--- src/rtl/sap_out_display_if.sv ---
// Front-panel output bus: SAP bus clock, output-register strobe, mode,
// monitored address/data buses, and the display outputs.
interface sap_out_display_if;
    logic       CLK;
    logic       nLO;
    logic       run;
    logic [3:0] ABUS;
    logic [7:0] DBUS;
    logic [7:0] outreg;
    logic [6:0] seg;
    logic       dp;
    logic [3:0] an;

    modport master (
        output CLK, nLO, run, ABUS, DBUS,
        input  outreg, seg, dp, an
    );

    modport slave (
        input  CLK, nLO, run, ABUS, DBUS,
        output outreg, seg, dp, an
    );
endinterface

--- src/rtl/sap_out_display.sv ---
// SAP-1 output register with a 4-digit multiplexed 7-segment display.
// Program mode (run=1) shows outreg in decimal through a sequential
// double-dabble converter; monitor mode (run=0) shows ABUS and DBUS in hex.
// Optional build macro SAP_OUT_SIGNED_EN: treat outreg as two's complement
// in program mode and show a minus sign on the leftmost digit.
module sap_out_display #(
    parameter int REFRESH_DIV = 50000,
    parameter int CNT_W       = 16
) (
    input logic clk,
    input logic CLR,
    sap_out_display_if.slave bus
);
    localparam logic [6:0] SEG_BLANK = 7'h7F;
    localparam logic [6:0] SEG_MINUS = 7'h3F;

    typedef enum logic [1:0] {
        IDLE  = 2'd0,
        SHIFT = 2'd1,
        DONE  = 2'd2
    } conv_state_t;

    conv_state_t state_q, state_d;

    logic             clk_prev;
    logic             bus_rise;
    logic [7:0]       outreg_q;
    logic [7:0]       conv_src;
    logic [7:0]       conv_in;
    logic [19:0]      shift_q;
    logic [2:0]       iter_q;
    logic [11:0]      bcd;
    logic             conv_start;
    logic             conv_step;
    logic             conv_done;
    logic [CNT_W-1:0] cnt_q;
    logic [1:0]       idx_q;
    logic             wrap;
    logic [6:0]       seg_d;
    logic             dp_d;
    logic [6:0]       seg_q;
    logic             dp_q;
    logic [3:0]       an_q;
`ifdef SAP_OUT_SIGNED_EN
    logic             conv_sign;
    logic             disp_sign;
`endif

    function automatic logic [6:0] hex7(input logic [3:0] v);
        case (v)
            4'h0: hex7 = 7'h40;  4'h1: hex7 = 7'h79;
            4'h2: hex7 = 7'h24;  4'h3: hex7 = 7'h30;
            4'h4: hex7 = 7'h19;  4'h5: hex7 = 7'h12;
            4'h6: hex7 = 7'h02;  4'h7: hex7 = 7'h78;
            4'h8: hex7 = 7'h00;  4'h9: hex7 = 7'h10;
            4'hA: hex7 = 7'h08;  4'hB: hex7 = 7'h03;
            4'hC: hex7 = 7'h46;  4'hD: hex7 = 7'h21;
            4'hE: hex7 = 7'h06;  default: hex7 = 7'h0E;
        endcase
    endfunction

    // One double-dabble iteration: correct each BCD nibble, then shift left.
    function automatic logic [19:0] dd_step(input logic [19:0] s);
        logic [19:0] t;
        t = s;
        for (int k = 0; k < 3; k++) begin
            if (t[8+4*k +: 4] >= 4'd5)
                t[8+4*k +: 4] = t[8+4*k +: 4] + 4'd3;
        end
        return {t[18:0], 1'b0};
    endfunction

    assign bus_rise = bus.CLK & ~clk_prev;

`ifdef SAP_OUT_SIGNED_EN
    // -128 negates to 8'h80, which reads correctly as an unsigned magnitude.
    assign conv_in = outreg_q[7] ? (~outreg_q + 8'd1) : outreg_q;
`else
    assign conv_in = outreg_q;
`endif

    // Bus-clock edge detect and output-register load (program mode only).
    always_ff @(posedge clk or posedge CLR) begin
        if (CLR) begin
            clk_prev <= 1'b0;
            outreg_q <= 8'd0;
        end else begin
            clk_prev <= bus.CLK;
            if (bus_rise && !bus.nLO && bus.run)
                outreg_q <= bus.DBUS;
        end
    end

    // Converter state register.
    always_ff @(posedge clk or posedge CLR) begin
        if (CLR) state_q <= IDLE;
        else     state_q <= state_d;
    end

    // Converter next state; a running conversion always finishes.
    always_comb begin
        state_d    = state_q;
        conv_start = 1'b0;
        conv_step  = 1'b0;
        conv_done  = 1'b0;
        case (state_q)
            IDLE: begin
                if (outreg_q != conv_src) begin
                    conv_start = 1'b1;
                    state_d    = SHIFT;
                end
            end
            SHIFT: begin
                conv_step = 1'b1;
                if (iter_q == 3'd7) state_d = DONE;
            end
            DONE: begin
                conv_done = 1'b1;
                state_d   = IDLE;
            end
            default: state_d = IDLE;
        endcase
    end

    // Converter datapath: load, shift, publish result.
    always_ff @(posedge clk or posedge CLR) begin
        if (CLR) begin
            conv_src  <= 8'd0;
            shift_q   <= 20'd0;
            iter_q    <= 3'd0;
            bcd       <= 12'd0;
`ifdef SAP_OUT_SIGNED_EN
            conv_sign <= 1'b0;
            disp_sign <= 1'b0;
`endif
        end else if (conv_start) begin
            conv_src  <= outreg_q;
            shift_q   <= {12'd0, conv_in};
            iter_q    <= 3'd0;
`ifdef SAP_OUT_SIGNED_EN
            conv_sign <= outreg_q[7];
`endif
        end else if (conv_step) begin
            shift_q <= dd_step(shift_q);
            iter_q  <= iter_q + 3'd1;
        end else if (conv_done) begin
            bcd       <= shift_q[19:8];
`ifdef SAP_OUT_SIGNED_EN
            disp_sign <= conv_sign;
`endif
        end
    end

    assign wrap = (cnt_q == CNT_W'(REFRESH_DIV - 1));

    // Digit content for the current scan index, from the selected mode.
    always_comb begin
        seg_d = SEG_BLANK;
        dp_d  = 1'b1;
        if (bus.run) begin
            case (idx_q)
                2'd0: seg_d = hex7(bcd[3:0]);
                2'd1: seg_d = (bcd[11:8] == 4'd0 && bcd[7:4] == 4'd0) ? SEG_BLANK : hex7(bcd[7:4]);
                2'd2: seg_d = (bcd[11:8] == 4'd0) ? SEG_BLANK : hex7(bcd[11:8]);
`ifdef SAP_OUT_SIGNED_EN
                default: seg_d = disp_sign ? SEG_MINUS : SEG_BLANK;
`else
                default: seg_d = SEG_BLANK;
`endif
            endcase
        end else begin
            case (idx_q)
                2'd0: seg_d = hex7(bus.DBUS[3:0]);
                2'd1: seg_d = hex7(bus.DBUS[7:4]);
                2'd2: seg_d = SEG_BLANK;
                default: begin
                    seg_d = hex7(bus.ABUS);
                    dp_d  = 1'b0;
                end
            endcase
        end
    end

    // Refresh timer; on wrap the current digit is latched and the index advances.
    always_ff @(posedge clk or posedge CLR) begin
        if (CLR) begin
            cnt_q <= '0;
            idx_q <= 2'd0;
            an_q  <= 4'b1111;
            seg_q <= SEG_BLANK;
            dp_q  <= 1'b1;
        end else if (wrap) begin
            cnt_q <= '0;
            idx_q <= idx_q + 2'd1;
            an_q  <= ~(4'b0001 << idx_q);
            seg_q <= seg_d;
            dp_q  <= dp_d;
        end else begin
            cnt_q <= cnt_q + CNT_W'(1);
        end
    end

    assign bus.outreg = outreg_q;
    assign bus.seg    = seg_q;
    assign bus.dp     = dp_q;
    assign bus.an     = an_q;
endmodule

--- src/flat_wrapper.sv ---
// flat-port wrapper written by rule: the top's interface ports become plain ports
module sap_out_display_flat 
#(
    parameter int REFRESH_DIV = 50000,
    parameter int CNT_W       = 16
)
  (clk, CLR, bus_CLK, bus_nLO, bus_run, bus_ABUS, bus_DBUS, bus_outreg, bus_seg, bus_dp, bus_an);
  sap_out_display_if bus_i ();
  input logic clk;
  input logic CLR;
  input wire logic [$bits(bus_i.CLK)-1:0] bus_CLK;
  input wire logic [$bits(bus_i.nLO)-1:0] bus_nLO;
  input wire logic [$bits(bus_i.run)-1:0] bus_run;
  input wire logic [$bits(bus_i.ABUS)-1:0] bus_ABUS;
  input wire logic [$bits(bus_i.DBUS)-1:0] bus_DBUS;
  output wire logic [$bits(bus_i.outreg)-1:0] bus_outreg;
  output wire logic [$bits(bus_i.seg)-1:0] bus_seg;
  output wire logic [$bits(bus_i.dp)-1:0] bus_dp;
  output wire logic [$bits(bus_i.an)-1:0] bus_an;
  assign bus_i.CLK = bus_CLK;
  assign bus_i.nLO = bus_nLO;
  assign bus_i.run = bus_run;
  assign bus_i.ABUS = bus_ABUS;
  assign bus_i.DBUS = bus_DBUS;
  assign bus_outreg = bus_i.outreg;
  assign bus_seg = bus_i.seg;
  assign bus_dp = bus_i.dp;
  assign bus_an = bus_i.an;
  sap_out_display #(.REFRESH_DIV(REFRESH_DIV), .CNT_W(CNT_W)) u_core (.clk(clk), .CLR(CLR), .bus(bus_i));
endmodule
--- config.mk ---
export PLATFORM = sky130hd
export DESIGN_NAME = sap_out_display_flat
export DESIGN_NICKNAME = d
export VERILOG_FILES = /design/src/rtl/sap_out_display_if.sv /design/src/rtl/sap_out_display.sv /design/src/flat_wrapper.sv
export SDC_FILE = /design/constraint.sdc
export NUM_CORES = 1
export LEC_CHECK = 0
export CORE_MARGIN = 4
export CORE_UTILIZATION = 43
export DETAILED_ROUTE_END_ITERATION = 10
export PLACE_DENSITY_LB_ADDON = 0.3
export SKIP_CTS_REPAIR_TIMING = 1
export SKIP_LAST_GASP = 1
export SLEW_MARGIN = 5
export SYNTH_ARGS = -nofsm -noshare
export SYNTH_HDL_FRONTEND = slang
export SYNTH_SLANG_ARGS = --single-unit
--- constraint.sdc ---
create_clock -name clk -period 3.1 [get_ports clk]
set_clock_uncertainty 0.1 [all_clocks]
set_input_delay 0.93 -clock clk [delete_from_list [all_inputs] [get_ports clk]]
set_output_delay 0.93 -clock clk [all_outputs]
set_load 0.005 [all_outputs]
======== Yosys cells after proc, flatten, opt, wreduce, memory -nomap -nowiden ========
Memory sizes are Yosys's and may differ from the RTL's.
Cells that the tools add are included.
word-level totals
  register bits ........................... 84
  bits in latches ......................... 0
  memory bits (writable) .................. 0
  bits in read-only memories .............. 672
  word-level logic and storage cells ...... 76
  memories ................................ 6
operators by class
  $add $sub $neg .......................... 6
  $mul .................................... 0
  div/mod/pow operators ................... 0
  magnitude comparators ................... 3
  equality and inequality tests ........... 9
  shift-type cells ........................ 1
  multiplexer cells ....................... 22
  bitwise operators ....................... 5
  reductions and logical operators ........ 12
memories
  memory           depth  bits a word  rd ports  clocked after memory_dff  write ports  RTL line               text
  (no name shown)  16     7            1         0                         0            sap_out_display.sv:50  case (v)
  (no name shown)  16     7            1         0                         0            sap_out_display.sv:50
  (no name shown)  16     7            1         0                         0            sap_out_display.sv:50
  (no name shown)  16     7            1         0                         0            sap_out_display.sv:50
  (no name shown)  16     7            1         0                         0            sap_out_display.sv:50
  (no name shown)  16     7            1         0                         0            sap_out_display.sv:50
operators with widths
  kind                                                                    count
  7-bit case mux with 3 select lines                                      2
  20-bit two-way mux                                                      2
  7-bit two-way mux                                                       3
  16-bit by 1-bit adder with 16-bit output (second input constant)        1
  16-bit equality test (second input constant)                            1
  16-bit two-way mux                                                      1
  4-bit by 3-bit >= comparator with 1-bit output (second input constant)  3
  3-bit two-way mux                                                       3
  4-bit by 2-bit adder with 4-bit output (second input constant)          2
  4-bit logical NOT                                                       2
  4-bit two-way mux                                                       2
  8-bit != test                                                           1
  1-bit two-way mux                                                       6
  2-bit by 1-bit equality test with 1-bit output (second input constant)  2
  2-bit equality test (second input constant)                             2
  2-bit logical NOT                                                       2
  2-bit two-way mux                                                       2
  2-bit by 1-bit != test with 1-bit output (second input constant)        2
  4-bit inverter                                                          1
  2-bit case mux with 2 select lines                                      1
  1-bit by 2-bit left shift with 4-bit output (first input constant)      1
  3-bit by 1-bit adder with 3-bit output (second input constant)          1
  3-bit by 2-bit adder with 3-bit output (second input constant)          1
  3-bit equality test (second input constant)                             1
  other kinds (9)                                                         13

======== Depth between registers and ports, before layout ========
Gate-level depths: netlist (run 1).
  depth in word-level cells ............... 5
  gate-level depth with buffers ........... 8
  gate-level depth less buffers ........... 7

======== Least setup slack after synthesis (run 1) ========
Ideal clock, no wire load.
  kind .................................... input to register
  start ................................... input bus_DBUS[0]
  end ..................................... register u_core.seg_q[3], in the netlist u_core.bus.seg[3]
  arrival ................................. 2.147 ns
  data required time ...................... 2.918 ns
  slack ................................... 0.772 ns
  stages on the path ...................... 7
  buffers on the path ..................... 0
  cells stage by stage .................... inv_1 > ha_1 > inv_1 > mux4_1 > nand2_1 > a31oi_1 > o31a_1
on the way
  longest elaborated chain between the ends .. 3
RTL lines
  item                                RTL line                text
  from (decl)                         flat_wrapper.sv:15      input wire logic [$bits(bus_i.DBUS)-1:0] bus_DBUS;
  memory 16 x 7 bit                   n/a
  7-bit case mux with 3 select lines  sap_out_display.sv:172  case (idx_q)
  7-bit two-way mux                   sap_out_display.sv:160  if (bus.run) begin
  to (signal assigned)                sap_out_display.sv:196  seg_q <= seg_d;
  to (decl)                           sap_out_display.sv:41   logic [6:0] seg_q;
No other way between the ends.
A chain may end at the register's enable or synchronous reset.

======== Worst setup path in the final report (run 1) ========
  start ................................... input bus_DBUS[1]
  end ..................................... register u_core.seg_q[3], in the netlist u_core.bus.seg[3]
Same word-level chain as after synthesis.

==> results of run 1 <==
==> report_power, final <==
group / switching [mW] / internal (mW) / total [mW]
Combinational: 0.826 / 0.889 / 1.71
Sequential: 0.377 / 1.37 / 1.74
Clock: 0.464 / 0.570 / 1.03
==> area by class of cell <==
type | count | share of cell area [%]
Sequential cell | 84 | 32.6
Inverter | 31 | 1.85
Multi-Input combinational cell | 426 | 50.3
Clock buffer | 10 | 3.68
Tap cell | 172 | 3.32
Clock inverter | 6 | 0.733
Timing Repair Buffer | 51 | 7.48
==> flip-flops by register name, summed over array words and instances, names as in the netlist <==
| signal | cells |
|---|---|
| u_core.shift_q | 20 |
| u_core.cnt_q | 16 |
| u_core.bcd | 12 |
| u_core.bus.outreg | 8 |
| u_core.conv_src | 8 |
| u_core.bus.seg | 7 |
| u_core.bus.an | 4 |
| u_core.iter_q | 3 |
| u_core.idx_q | 2 |
| u_core.state_q | 2 |
| u_core.bus.dp | 1 |
| u_core.clk_prev | 1 |
==> cell families after synthesis <==
logic type / count (synthesis) / synth area share [%]
compound gates: 132 / 15.8
xor+xnor: 29 / 4.48
fa+ha+maj: 55 / 12.1
buf+inv: 63 / 5.14
flops: 84 / 37.3
mux: 48 / 9.59
simple gates: 162 / 15.6
==> critical path: cells and delay by family <==
kind	cells	cell delay [ns]
buffers and inverters	3	0.64
multiplexers	1	0.49
AO/OA/AOI/OAI	2	0.34
adder cells (fa/ha/maj)	1	0.31
AND/OR/NAND/NOR	1	0.09
==> layer usage <==
metal	routed length (µm)	track usage (%)
met1	5940	23.8
met2	5520	26.9
met3	598	4.01
met4	184	5.53
met5	0	0
==> worst max path at each step <==
stage                      startpoint                end  slack, ns  depth (start not counted)
after floorplan           bus_DBUS[0]  u_core.bus.seg[3]       0.77                          7
after global placement    bus_DBUS[0]  u_core.bus.seg[3]       0.16                          8
after detailed placement  bus_DBUS[1]  u_core.bus.seg[3]       0.11                          8
after CTS                 bus_DBUS[1]  u_core.bus.seg[3]       0.47                          8
after global routing      bus_DBUS[1]  u_core.bus.seg[3]       0.38                          8
final                     bus_DBUS[1]  u_core.bus.seg[3]       0.48                          8
==> synthesized netlist by cell type (2+ instances only) <==
library cell	n
xor2_1	12
nand3b_1	2
and3_1	11
o211a_1	4
a221o_1	9
a41oi_1	2
a31oi_1	10
nand3_1	19
a22oi_1	2
ha_1	55
o2111ai_1	2
a22o_1	15
and4_1	2
buf_6	4
mux2i_1	18
clkbuf_1	8
inv_1	31
a21oi_1	20
mux2_2	28
dfrtp_1	72
buf_2	19
nand2b_1	16
a311o_1	2
and2_1	3
xnor2_1	17
dfstp_2	12
o21ai_0	43
nor2_1	33
nand2_1	40
o211ai_1	8
and4bb_2	2
nor3_1	10
o2bb2ai_1	2
nor4b_4	2
nand4_1	6
o31ai_1	3
o311ai_0	3
nor2b_1	9
==> metrics.txt, run 1 <==
minimum clock period 2.62 ns; Critical Path AT 2.80 ns; reg2reg start u_core.idx_q[0]; multi-input logic area between 0.003 and 0.004 mm²; Via density about 5.5; number of clock sinks 84; Initial Util between 40% and 50%; Final Instance Area approximately 0.0065 mm²; Residual DRC 0; worst r2r dst u_core.bus.seg[4]; FFs w/ async S/R, synth between 90% and 100%; EDFF count, synth 0; HPWL Detailed approximately 8900 µm; CP Class primary input to flop; HP Start u_core.cnt_q[0]; Post-Syn Instances 573; fill count about 1100; Worst EP required between 3 and 4 ns; io pins 37; remaining antenna violation count after routing 0; Seq. cell area 0.00212 mm²; PnR worst setup slack 0.476 ns; Placed Instances about 760; Finish-stage setup viols 0; pwr dens between 600 and 700 mW/mm²; area growth from synthesis to layout 14.4%; synth unique cells 55; core area 0.0128 mm²; Final Power 4.49 mW; Final Util 50.8%; TritonCTS clock tree built; Synthesized Nets 645; WL/cell between 15 and 20 µm; WL final ~12000 µm; crit-path cells clkdlybuf4s50_1, inv_1, ha_1, inv_1, mux4_1, nand2_1, a31oi_1, o31a_1; Place WS between 0.1 and 0.15 ns; Yosys reg bits 84; Leak roughly 2.8 nW; row cnt between 40 and 50; Tightest Hold Check Type flop to flop; Max Fclk 381 MHz; Remaining Overflow, GRT 0; placed inst area a little over 0.006 mm²; Mapped Area between 0.005 and 0.006 mm²; CP Launch Type primary input; 1st-iter DRT viols approximately 230; top_reg_cell synth dfrtp_1; port bufs 36; final std cells w/o fill between 700 and 800; CTS buffer count 9; Slew Viols, Final 0; post-synthesis sequential area ratio between 30% and 40%; Hold Path Depth 1; peak supply drop around 520 µV; most frequent cells in the layout dfrtp_1, ha_1, o21ai_0; post-synth top area cell dfrtp_1; fraction of layout cells with a size suffix above 1 13.0%; Root Driver clkbuf_16; Yosys warning total 0; Worst Setup End Kind flop; max_cap viols 0; H-tree levels 3; drt first pass iters 5; largest net degree at the start of global routing 85; CTS clk-pin slew, worst paths 0.07 ns; crit path max fanout 4; most used cell, CP inv_1; initial antenna violation count 0; Final Wtd Congestion approximately 0.86; Slew @ Worst Pin roughly 1.0 ns; status finished, final reports clean; vias in the first global route around 4200; die height between 100 and 150 µm; top cell type's share of synthesized area 31.8%; Worst-Skew Late Latency 0.34 ns; global-route usage over all layers between 10% and 20%; setup TNS 0 ns; worst reg-to-reg setup slack 0.82 ns; fin nets slightly below 700; Clock Tree Buf Depth 2; Die ar. around 0.015 mm²; commonest non-fill, non-tap cell in the layout dfrtp_1; Hold Vio Cnt, Final 0; Mean Syn Cell Area slightly below 10 µm²; Max stage delay on crit path 0.49 ns; # diodes 0; DIE WIDTH 123 µm; final hold slack ~0.36 ns; slowest cell on the critical path clkdlybuf4s50_1; Min-Delay Endpoint u_core.cnt_q[0]; Final Cycle Share 84.6%; RSZ-0062 raised after global routing false; Worst Reg-to-Reg Cells 7; Slew headroom between 30% and 40%; first-pass GRT wire length around 21000 µm; total vias in the final route around 4300; ranking of synthesized cells by area dfrtp_1, ha_1, dfstp_2
(Power assumes the default switching activity.)
==> run 2: changes to the inputs <==
clock period = 2.5 ns   (was 3.1 ns; I/O delays follow)
==> run 2 against run 1 <==
Net effect:
- sequential share of layout area down 1.2 points
- hold slack better by 0.0069 ns
- critical path depth unchanged
- final area up 4.0%
- sequential power up 25%
- register-to-register slack worse by 0.44 ns
- first-iteration DRC count up 16%
- via count up 2.9%
- final cell count up 4.2%
- wire length up 3.2%
- total power up 26%
==> metrics.txt, run 2 (synthesis gave the netlist of run 1 again) <==
CTS clk-pin slew, worst paths 0.07 ns (about the same); WL final 12600 µm (was 12200 µm); Max Fclk ~410 MHz; Combinational Power Share 39.0% (was 38.2%); pwr dens 836 mW/mm² (was 692 mW/mm²); 1st-iter DRT viols 266 (was 229); CTS buffer count 9 (unchanged); Worst Setup End Kind flop (unchanged); number of clock sinks 84 (unchanged); Remaining Overflow, GRT 0 (unchanged); port bufs 36 (unchanged); Tightest Hold Check Type flop to flop (unchanged); Clock power frac 22.5% (was 23.0%); Top Registers u_core.shift_q: 20 flops, u_core.cnt_q: 16 flops, u_core.bcd: 12 flops (unchanged); TritonCTS clock tree built (unchanged); setup TNS 0 ns (unchanged); # diodes 0 (unchanged); Initial Util 44.4% (unchanged); H-tree levels 3 (unchanged); max reg flops 20 (unchanged); Final Cycle Share a little over nine tenths; Root Driver clkbuf_16 (unchanged); status finished, final reports clean (unchanged); Die ar. 0.0151 mm² (unchanged); Critical Path AT 2.59 ns (was 2.80 ns); fin nets 708 (was 675); row cnt 41 (unchanged); Hold Vio Cnt, Final 0 (unchanged); Slew headroom 57.7% (was 30.1%); sequential power share 38.5% (was 38.8%); final hold slack 0.364 ns (was 0.357 ns); Residual DRC 0 (unchanged); Leak 2.99 nW (was 2.84 nW); HPWL Detailed 9520 µm (was 8920 µm); die height 123 µm (unchanged); drt first pass iters 4 (was 5); Reg with most FFs u_core.shift_q (unchanged); initial antenna violation count 0 (unchanged); crit path max fanout 4 (unchanged); max_cap viols 0 (unchanged); area growth from synthesis to layout 18.9% (was 14.4%); peak supply drop 679 µV (was 522 µV); RSZ-0062 raised after global routing false (unchanged); CP Class primary input to flop (unchanged); Worst-Skew Late Latency 0.35 ns (was 0.34 ns); remaining antenna violation count after routing 0 (unchanged); Worst EP required 2.67 ns (was 3.27 ns); commonest non-fill, non-tap cell in the layout dfrtp_1 (unchanged); io pins 37 (unchanged); minimum clock period roughly 2.4 ns; Clock Tree Buf Depth 2 (unchanged); DIE WIDTH 123 µm (unchanged); most frequent cells in the layout dfrtp_1, ha_1, buf_4 (was dfrtp_1, ha_1, o21ai_0); largest net degree at the start of global routing 85 (unchanged); Final Util 52.8% (was 50.8%); Slew @ Worst Pin 0.635 ns (was 1.05 ns); Finish-stage setup viols 0 (unchanged); Slew Viols, Final 0 (unchanged); vias in the first global route 4256 (was 4222); Via density 5.40 (was 5.47); fraction of layout cells with a size suffix above 1 17.6% (was 13.0%); Final Wtd Congestion 0.897 (was 0.856); first-pass GRT wire length 21300 µm (was 20700 µm); Switch Pwr 2.10 mW (was 1.67 mW); total vias in the final route 4391 (was 4268); WL/cell 15.5 µm (was 15.7 µm); core area 0.0128 mm² (unchanged); proportion of total power due to net switching 37.3% (was 37.1%); global-route usage over all layers 17.7% (was 17.3%); CP Launch Type primary input (unchanged); Cell Int Power 3.54 mW (was 2.82 mW)
-- run 2: cell type report --
type	instances	area, µm²
Clock buffer	9	225
Clock inverter	7	57.6
Fill cell	1146	6030
Inverter	31	120
Multi-Input combinational cell	426	3260
Sequential cell	84	2120
Tap cell	172	215
Timing Repair Buffer	84	746
-- run 2: worst max-delay path, stage by stage --
cell	delay (ns)
clkdlybuf4s50_1	0.52
inv_2	0.07
ha_1	0.30
inv_1	0.05
mux4_1	0.49
nand2_1	0.09
a31oi_1	0.08
o31a_1	0.23
-- run 2: metal layers --
layer / track usage (%) / wire length [µm] / vias up
li1: - / - / 2167
met1: 25.2 / 6110 / 2151
met2: 27.3 / 5950 / 65
met3: 3.59 / 469 / 8
met4: 5.18 / 106 / 0
met5: 0 / 0 / -
-- run 2: metrics by stage --
step | cell area, µm² | worst slack (ns) | cells | power [mW]
floorplan | 5680 | 0.352 | 573 | 3.79
CTS | 6750 | 0.0842 | 813 | 5.69
global placement | 6460 | -0.237 | 797 | 4.26
detailed placement | 6460 | -0.285 | 797 | 4.40
global route | 6750 | 0.0228 | 813 | 6.08
finish | 6750 | 0.0858 | 813 | 5.64
-- run 2: final timing paths --
check                      slack [ns]                 end  depth (start not counted)       startpoint
max                              0.09   u_core.bus.seg[3]                          8      bus_DBUS[1]
min                              0.36     u_core.cnt_q[0]                          1  u_core.cnt_q[0]
max reg2reg                      0.38   u_core.bus.seg[5]                          6    u_core.bcd[8]
min reg2reg                      0.36     u_core.cnt_q[0]                          1  u_core.cnt_q[0]
max in group asynchronous        1.16   u_core.bus.seg[5]                          3              CLR
min in group asynchronous        0.76  u_core.conv_src[5]                          3              CLR
-- run 2: power by group through the flow --
stage,Combinational (mW),Clock [mW],Sequential (mW)
5_1_grt,2.47,1.37,2.24
3_5_place_dp,2.21,0,2.19
6_report,2.20,1.27,2.17
2_1_floorplan,1.84,0,1.95
4_1_cts,2.22,1.30,2.17
3_3_place_gp,2.10,0,2.16
